--- config.mk ---
export PLATFORM = sky130hd
export DESIGN_NAME = pulse_train_gen
export DESIGN_NICKNAME = d
export VERILOG_FILES = /design/src/rtl/pulse_train_pkg.sv /design/src/rtl/pulse_train_gen_phase_down_counter.sv /design/src/rtl/pulse_train_gen.sv
export SDC_FILE = /design/constraint.sdc
export NUM_CORES = 1
export LEC_CHECK = 0
export CORE_UTILIZATION = 33
export CTS_BUF_LIST = sky130_fd_sc_hd__clkbuf_8
export CTS_CLUSTER_DIAMETER = 120
export DETAILED_ROUTE_END_ITERATION = 16
export MAX_ROUTING_LAYER = met4
export PLACE_DENSITY = 0.55
export SLEW_MARGIN = 30
export SYNTH_ARGS = -nofsm -noshare
export SYNTH_HDL_FRONTEND = slang
export SYNTH_SLANG_ARGS = --single-unit
--- constraint.sdc ---
create_clock -name clk -period 4.6 [get_ports clk]
set_clock_uncertainty 0.1 [all_clocks]
set_input_delay 1.38 -clock clk [delete_from_list [all_inputs] [get_ports clk]]
set_output_delay 1.38 -clock clk [all_outputs]
set_load 0.1 [all_outputs]
--- src/rtl/pulse_train_pkg.sv ---
// Shared types and helpers for the pulse train generator.
package pulse_train_pkg;

   typedef enum logic [1:0] {
      IDLE = 2'd0,
      HIGH = 2'd1,
      LOW  = 2'd2,
      DONE = 2'd3
   } state_t;

   localparam int WIDTH_W_DEF = 8;
   localparam int CNT_W_DEF   = 8;

   // A phase length of zero still occupies one clock.
   function automatic logic [31:0] clamp_min1(input logic [31:0] len);
      return (len == 32'd0) ? 32'd1 : len;
   endfunction

endpackage

--- src/rtl/pulse_train_gen_phase_down_counter.sv ---
// Per-phase countdown: loaded with (length-1), zero_o marks the last cycle of the phase.
module phase_down_counter #(
   parameter int WIDTH_W = 8
) (
   input  logic               clk,
   input  logic               reset,
   input  logic               load_i,
   input  logic [WIDTH_W-1:0] load_val_i,
   input  logic               en_i,
   output logic               zero_o
);

   logic [WIDTH_W-1:0] count_q;
   logic [WIDTH_W-1:0] count_d;

   always_comb begin
      count_d = count_q;
      if (load_i) begin
         count_d = load_val_i;
      end else if (en_i && (count_q != '0)) begin
         count_d = count_q - WIDTH_W'(1);
      end
   end

   always_ff @(posedge clk or posedge reset) begin
      if (reset) begin
         count_q <= '0;
      end else begin
         count_q <= count_d;
      end
   end

   assign zero_o = (count_q == '0);

endmodule

--- src/rtl/pulse_train_gen.sv ---
// Programmable rectangular pulse train with start/busy/done handshake and abort.
// Optional edge reference outputs are enabled by defining PULSE_TRAIN_EDGE_FLAGS_EN.
module pulse_train_gen
   import pulse_train_pkg::*;
#(
   parameter int WIDTH_W = WIDTH_W_DEF,
   parameter int CNT_W   = CNT_W_DEF
) (
   input  logic               clk,
   input  logic               reset,
   input  logic               start_i,
   input  logic               abort_i,
   input  logic [WIDTH_W-1:0] high_cycles_i,
   input  logic [WIDTH_W-1:0] low_cycles_i,
   input  logic [CNT_W-1:0]   num_pulses_i,
   output logic               a_o,
   output logic               busy_o,
   output logic               done_o
`ifdef PULSE_TRAIN_EDGE_FLAGS_EN
   ,
   output logic               rising_edge_o,
   output logic               falling_edge_o
`endif
);

   state_t             state_q, state_d;
   logic               a_q, a_d;
   logic               busy_q, busy_d;
   logic               done_q, done_d;
   logic [WIDTH_W-1:0] high_q, high_d;
   logic [WIDTH_W-1:0] low_q, low_d;
   logic [CNT_W-1:0]   num_q, num_d;
   logic [CNT_W-1:0]   pulse_q, pulse_d;
   logic [CNT_W-1:0]   pulse_inc;
   logic               load;
   logic [WIDTH_W-1:0] load_val;
   logic               phase_en;
   logic               phase_zero;

   function automatic logic [WIDTH_W-1:0] phase_load(input logic [WIDTH_W-1:0] len);
      return WIDTH_W'(clamp_min1(32'(len)) - 32'd1);
   endfunction

   // pulse_q < num_q whenever this is used, so the increment never wraps.
   assign pulse_inc = pulse_q + CNT_W'(1);
   assign phase_en  = (state_q == HIGH) || (state_q == LOW);

   always_comb begin
      state_d  = state_q;
      a_d      = a_q;
      busy_d   = busy_q;
      done_d   = 1'b0;
      high_d   = high_q;
      low_d    = low_q;
      num_d    = num_q;
      pulse_d  = pulse_q;
      load     = 1'b0;
      load_val = phase_load(high_q);
      if (abort_i && (state_q != IDLE)) begin
         state_d = IDLE;
         a_d     = 1'b0;
         busy_d  = 1'b0;
      end else begin
         case (state_q)
            IDLE: begin
               if (start_i) begin
                  high_d  = high_cycles_i;
                  low_d   = low_cycles_i;
                  num_d   = num_pulses_i;
                  pulse_d = '0;
                  busy_d  = 1'b1;
                  if (num_pulses_i != '0) begin
                     state_d  = HIGH;
                     a_d      = 1'b1;
                     load     = 1'b1;
                     load_val = phase_load(high_cycles_i);
                  end else begin
                     state_d = DONE;
                     a_d     = 1'b0;
                     done_d  = 1'b1;
                  end
               end
            end
            HIGH: begin
               if (phase_zero) begin
                  state_d  = LOW;
                  a_d      = 1'b0;
                  load     = 1'b1;
                  load_val = phase_load(low_q);
               end
            end
            LOW: begin
               if (phase_zero) begin
                  pulse_d = pulse_inc;
                  if (pulse_inc < num_q) begin
                     state_d  = HIGH;
                     a_d      = 1'b1;
                     load     = 1'b1;
                     load_val = phase_load(high_q);
                  end else begin
                     state_d = DONE;
                     done_d  = 1'b1;
                  end
               end
            end
            DONE: begin
               state_d = IDLE;
               a_d     = 1'b0;
               busy_d  = 1'b0;
            end
            default: begin
               state_d = IDLE;
               a_d     = 1'b0;
               busy_d  = 1'b0;
            end
         endcase
      end
   end

   always_ff @(posedge clk or posedge reset) begin
      if (reset) begin
         state_q <= IDLE;
         a_q     <= 1'b0;
         busy_q  <= 1'b0;
         done_q  <= 1'b0;
         high_q  <= '0;
         low_q   <= '0;
         num_q   <= '0;
         pulse_q <= '0;
      end else begin
         state_q <= state_d;
         a_q     <= a_d;
         busy_q  <= busy_d;
         done_q  <= done_d;
         high_q  <= high_d;
         low_q   <= low_d;
         num_q   <= num_d;
         pulse_q <= pulse_d;
      end
   end

   phase_down_counter #(
      .WIDTH_W (WIDTH_W)
   ) u_phase_cnt (
      .clk        (clk),
      .reset      (reset),
      .load_i     (load),
      .load_val_i (load_val),
      .en_i       (phase_en),
      .zero_o     (phase_zero)
   );

   assign a_o    = a_q;
   assign busy_o = busy_q;
   assign done_o = done_q;

`ifdef PULSE_TRAIN_EDGE_FLAGS_EN
   // Flags are registered alongside a_q so they coincide with the a_o transition.
   logic rise_q, fall_q;

   always_ff @(posedge clk or posedge reset) begin
      if (reset) begin
         rise_q <= 1'b0;
         fall_q <= 1'b0;
      end else begin
         rise_q <= a_d & ~a_q;
         fall_q <= ~a_d & a_q;
      end
   end

   assign rising_edge_o  = rise_q;
   assign falling_edge_o = fall_q;
`endif

endmodule
Word level (Yosys, flattened, before mapping)
Cells that the tools add are included.
{"block": "op_classes", "n_mux": 42, "n_addsub": 5, "n_eq_ne": 9, "reduce_logical": 19, "magnitude_cmp": 1, "bitwise_logic": 1}
{"cell": "$mux 8", "count": 11}
{"cell": "$logic_not 8->1", "count": 4}
{"cell": "$pmux 8 s2", "count": 2}
{"cell": "$sub 8x1->8 const B", "count": 4}
{"cell": "$mux 1", "count": 18}
{"cell": "$reduce_bool 8->1", "count": 2}
{"cell": "$mux 2", "count": 6}
{"cell": "$add 8x1->8 const B", "count": 1}
{"cell": "$lt 8x8->1", "count": 1}
{"cell": "$pmux 2 s4", "count": 1}
{"cell": "$reduce_and 4->1", "count": 2}
{"cell": "$ne 3x2->1 const B", "count": 2}
{"cell": "$reduce_and 3->1", "count": 2}
{"cell": "$reduce_bool 2->1", "count": 3}
{"cell": "$eq 2x2->1 const B", "count": 2}
{"cell": "$ne 2x2->1 const B", "count": 2}
{"cell": "$pmux 1 s2", "count": 2}
{"cell": "$pmux 1 s4", "count": 1}
{"cell": "$ne 3x1->1 const B", "count": 1}
{"cell": "$ne 3x3->1 const B", "count": 1}
{"cell": "$pmux 1 s3", "count": 1}
{"cell": "$reduce_bool 3->1", "count": 1}
{"cell": "$eq 2x1->1 const B", "count": 1}
{"cell": "$logic_and 1x1->1", "count": 2}
{"cell": "4 further kinds", "count": 4}
{"block": "word_totals", "wordCells": 86, "regBits": 45, "inputBits": 28, "out_inout_bits": 3}

Longest topological paths before layout
{"block": "logic_depth", "ltp_word": 8, "depth_mapped": 11, "ltp_nobuf": 11}

Cells and area by module
Synthesis repeated with hierarchy kept, for this count alone.
{"block": "unflattened", "hier_cells": 317, "hier_area_um2": 2889.0}
{"module": "pulse_train_gen", "seq_area_each_um2": 925.9, "area_per_inst_um2": 2393.5, "cells_per_inst": 264, "n_inst": 1}
{"module": "phase_down_counter", "seq_area_each_um2": 200.2, "area_per_inst_um2": 495.5, "cells_per_inst": 53, "n_inst": 1}

Least setup slack after synthesis
Ideal clock, no wire load.
{"block": "synth_path", "path_type": "register to register", "from": "register pulse_q[2]", "to": "register u_phase_cnt.count_q[4]", "setup_slack_ns": 1.407, "period_less_slack_ns": 3.193, "required_time_ns": 4.375, "path_stages_with_launch": 12, "path_buffers": 1, "arrival_ns": 2.968, "cell_sequence": "dfrtp_1 > nand3_1 > or2_2 > clkbuf_1 > nor2_1 > xor2_1 > ha_1 > nand4_1 > o311ai_0 > nor2_1 > a211oi_4 > mux2_4"}
{"block": "synth_between", "elab_chain_cells": 7}
{"element": "start, declared", "line": "pulse_train_gen.sv:33", "rtl": "logic [CNT_W-1:0] pulse_q, pulse_d;"}
{"element": "start signal, assigned", "line": "pulse_train_gen.sv:138", "rtl": "pulse_q <= pulse_d;"}
{"element": "$add 8x1->8 (*)", "line": "pulse_train_gen.sv:45", "rtl": "assign pulse_inc = pulse_q + CNT_W'(1);"}
{"element": "$lt 8x8->1 (*)", "line": "pulse_train_gen.sv:95", "rtl": "if (pulse_inc < num_q) begin"}
{"element": "$mux 1 (*)", "line": "pulse_train_gen.sv:95"}
{"element": "$mux 1 (*)", "line": "pulse_train_gen.sv:93", "rtl": "if (phase_zero) begin"}
{"element": "$pmux 1 s3 (*)", "line": "pulse_train_gen.sv:64", "rtl": "case (state_q)"}
{"element": "$mux 1 (*)", "line": "pulse_train_gen.sv:59", "rtl": "if (abort_i && (state_q != IDLE)) begin"}
{"element": "$mux 8 / $reduce_bool 2->1 (equally long branches)"}
{"element": "end signal, assigned", "line": "pulse_train_gen_phase_down_counter.sv:29", "rtl": "count_q <= count_d;"}
{"element": "end, declared", "line": "pulse_train_gen_phase_down_counter.sv:13", "rtl": "logic [WIDTH_W-1:0] count_q;"}
Mark *: on every way between the ends. The rest lies on a longest branch, timed or not.
A chain may end at the register's enable or synchronous reset.

Worst setup path after layout
Same ends and word-level chain as after synthesis.

==> impl_metrics.env <==
export IMPL_hp_class="register to register"
export IMPL_cp_max_fo=8
export IMPL_crit_required_ps=4690
export IMPL_path_cells="nand3_1 -> or2_2 -> nor2_1 -> xor2_1 -> ha_1 -> nand4_1 -> o311ai_0 -> nor2_1 -> a211oi_4 -> mux2_4"
export IMPL_antenna_found_initial=0
export IMPL_syn_to_final_growth_pct=17.1
export IMPL_cp_slowest_stage_delay_ps=610
export IMPL_hold_depth=1
export IMPL_slew_violations=0
export IMPL_fmax_ghz=0.272
export IMPL_htree_num_levels=2
export IMPL_reg2reg_depth=10
export IMPL_cts_tree="yes"
export IMPL_wl_per_cell_um=14.6
export IMPL_clk_latency_ps=300
export IMPL_n_antenna_cell=0
export IMPL_firstDrtPassIters=6
export IMPL_synth_top_cell_by_area="dfrtp_1"
export IMPL_arrival_ps=3770
export IMPL_instances_no_fill=460
export IMPL_die_area_sq_um=9280
export IMPL_finalCritPeriodShare=0.800
export IMPL_coreArea_sq_um=8680
export IMPL_cts_sinks=45
export IMPL_min_period_ps=3680
export IMPL_criticalPathCategory="register to register"
export IMPL_max_cap_violations=0
export IMPL_drt_iter0_drc=181
export IMPL_r2r_slack_ps=920
export IMPL_hold_violations=0
export IMPL_setup_tns_final_ps=0
export IMPL_ys_flop_type="dfrtp_1"
export IMPL_use_met1=0.219
export IMPL_slew_headroom=0.359
export IMPL_grt_pass1_wl_mm=11.4
export IMPL_worst_path_most_repeated_cell="nor2_1"
export IMPL_overflow=0
export IMPL_r2r_start="pulse_q[2]"
export IMPL_yosysSeqAreaShare=0.383
export IMPL_r2r_end="u_phase_cnt.count_q[4]"
export IMPL_outcome="completed"
export IMPL_path_clk_slew_ps=90
export IMPL_syn_area_per_cell_sq_um=9.18
export IMPL_cts_setup_buffers=0
export IMPL_grt_pass1_vias=2390
export IMPL_worstSetupStartpointType="register"
export IMPL_whs_endpoint="pulse_q[7]"
export IMPL_cp_slowest_cell="o311ai_0"
export IMPL_mostFrequentLayoutCells="dfrtp_1, nand2_1, clkdlybuf4s50_1"
export IMPL_die_width_um=96.3
export IMPL_ant_nets=0
export IMPL_final_common_cell="dfrtp_1"
export IMPL_synth_top_cell_area_share=0.383
export IMPL_synth_distinct_cells=49
export IMPL_multi_input_area_sq_um=1720
export IMPL_viasPerCell=5.22
export IMPL_min_from="pulse_q[7]"
export IMPL_grtUsageMet3=0.0221
export IMPL_synthTopCellsByArea="dfrtp_1, ha_1, mux2_2, o21ai_0, nand2_1"
export IMPL_die_y_um=96.3
export IMPL_syn_num_nets=366
export IMPL_place_congestion=0.901
export IMPL_clock_root_buffer="clkbuf_8"
export IMPL_hpwl_mm=5.06
export IMPL_netlist_area_sq_um=2940
export IMPL_nFillCells=905
export IMPL_io_pins=31
export IMPL_cp_end_kind="register"
export IMPL_syn_inst=320
export IMPL_num_rows=34
export IMPL_cts_buffers=5
export IMPL_port_buffers=30
export IMPL_grtUsageMet2=0.270
export IMPL_synth_edf_count=0
export IMPL_rsz0062_at_grt="false"
export IMPL_cts_buffer_depth=2
export IMPL_vdd_ir_drop_max_v=0.000225
export IMPL_yosys_warnings=0
export IMPL_dpl_cell_count=452
export IMPL_grt_use_total=0.166
export IMPL_start_util=0.338
export IMPL_hold_buffers=0
export IMPL_finalSetupViolCount=0
export IMPL_p_leak_nw=1.47
export IMPL_grt_max_degree=46
export IMPL_ys_seq_elements=45
export IMPL_cts_resized=0
export IMPL_num_nets_final=397
export IMPL_grt_busiest_layer="met2"
export IMPL_num_vias=2400
export IMPL_final_layout_size_suffix_gt1_frac=0.0966
export IMPL_worst_slew_pin_slew_ps=958
export IMPL_drc=0
export IMPL_wl_mm=6.70
export IMPL_power_per_cell_area_nw_per_um2=580
export IMPL_seq_area_sq_um=1130
export IMPL_async_flop_share=1.00
==> report_power, final <==
part / leakage [nW] / switching (W) / internal, W
registers: 0.558 / 0.000165 / 0.000565
logic: 0.866 / 0.000567 / 0.000449
clock network: 0.0467 / 0.000143 / 0.000104
total: 1.47 / 0.000875 / 0.00112
==> sequential cells by signal, indices dropped and copies added, names as in the netlist <==
name,count
a_o,1
busy_o,1
done_o,1
high_q,8
low_q,8
num_q,8
pulse_q,8
state_q,2
u_phase_cnt.count_q,8
==> cell usage after synthesis, types with 2 or more instances <==
library cell and number:
nand3_1 6, and2_1 6, nor3b_1 2, or4_4 2
xnor2_1 12, a21o_1 4, clkbuf_1 4, nor3_1 11
o22ai_1 5, ha_1 18, nor4_1 3, inv_1 18
dfrtp_1 45, a21oi_1 19, or3_1 3, a31oi_1 5
o21ai_0 26, mux2_4 2, nor2b_1 5, xor2_1 8
nor2_1 26, a211oi_1 2, mux2_2 15, nand2_1 34
buf_1 2, or4_1 2, mux2i_1 8, o31ai_1 5
nand3b_1 2
==> how the worst max path moves through the flow <==
stage	to	slack (ps)	from
final	u_phase_cnt.count_q[4]	920	pulse_q[2]
after global routing	u_phase_cnt.count_q[1]	620	pulse_q[2]
after CTS	u_phase_cnt.count_q[4]	940	pulse_q[2]
after detailed placement	u_phase_cnt.count_q[4]	670	high_cycles_i[3]
after global placement	u_phase_cnt.count_q[4]	680	high_cycles_i[3]
after floorplan	u_phase_cnt.count_q[4]	1410	pulse_q[2]
==> stage by stage <==
stage	util	power, W	hold WS, ps	area (sq um)	setup slack (ps)
after floorplan	-	0.00149	367	2940	1410
after global placement	0.386	0.00174	385	3350	680
after detailed placement	0.387	0.00176	391	3350	671
after CTS	0.396	0.00201	409	3440	937
after global routing	0.396	0.00217	425	3440	624
final	0.396	0.00199	405	3440	920
==> critical path: cells and delay by family (launching register included) <==
| kind | cells | cell delay, ps |
|---|---|---|
| DFF | 1 | 440 |
| and+or+nand+nor | 5 | 1070 |
| muxes | 1 | 340 |
| AOI/OAI and AO/OA | 2 | 1190 |
| xor gates and xnor gates | 1 | 100 |
| adders and majority gates | 1 | 320 |
==> per-layer routing <==
metal  vias up  wire length [um]
li1       1206                 -
met1      1150              3230
met2        37              3160
met3         7               234
met4         0                71
met5         -                 0
==> layout make-up <==
cell class / count / area share
flip-flops and latches: 45 / 0.328
multi-input cells: 250 / 0.499
clock inverters: 3 / 0.00437
clock buffers: 5 / 0.0200
repair buffers: 31 / 0.0895
inverters: 18 / 0.0204
well taps: 108 / 0.0393
==> cell families (layout without fill, tap and decap cells) <==
logic type / Yosys count / count (layout) / synth area share
mux: 25 / 25 / 0.0950
fa+ha+maj: 18 / 18 / 0.0767
simple gates: 111 / 111 / 0.193
buf+inv: 25 / 57 / 0.0324
flops: 45 / 45 / 0.383
compound gates: 76 / 76 / 0.160
xor+xnor: 20 / 20 / 0.0597
Power figures use the tool's default switching activity.
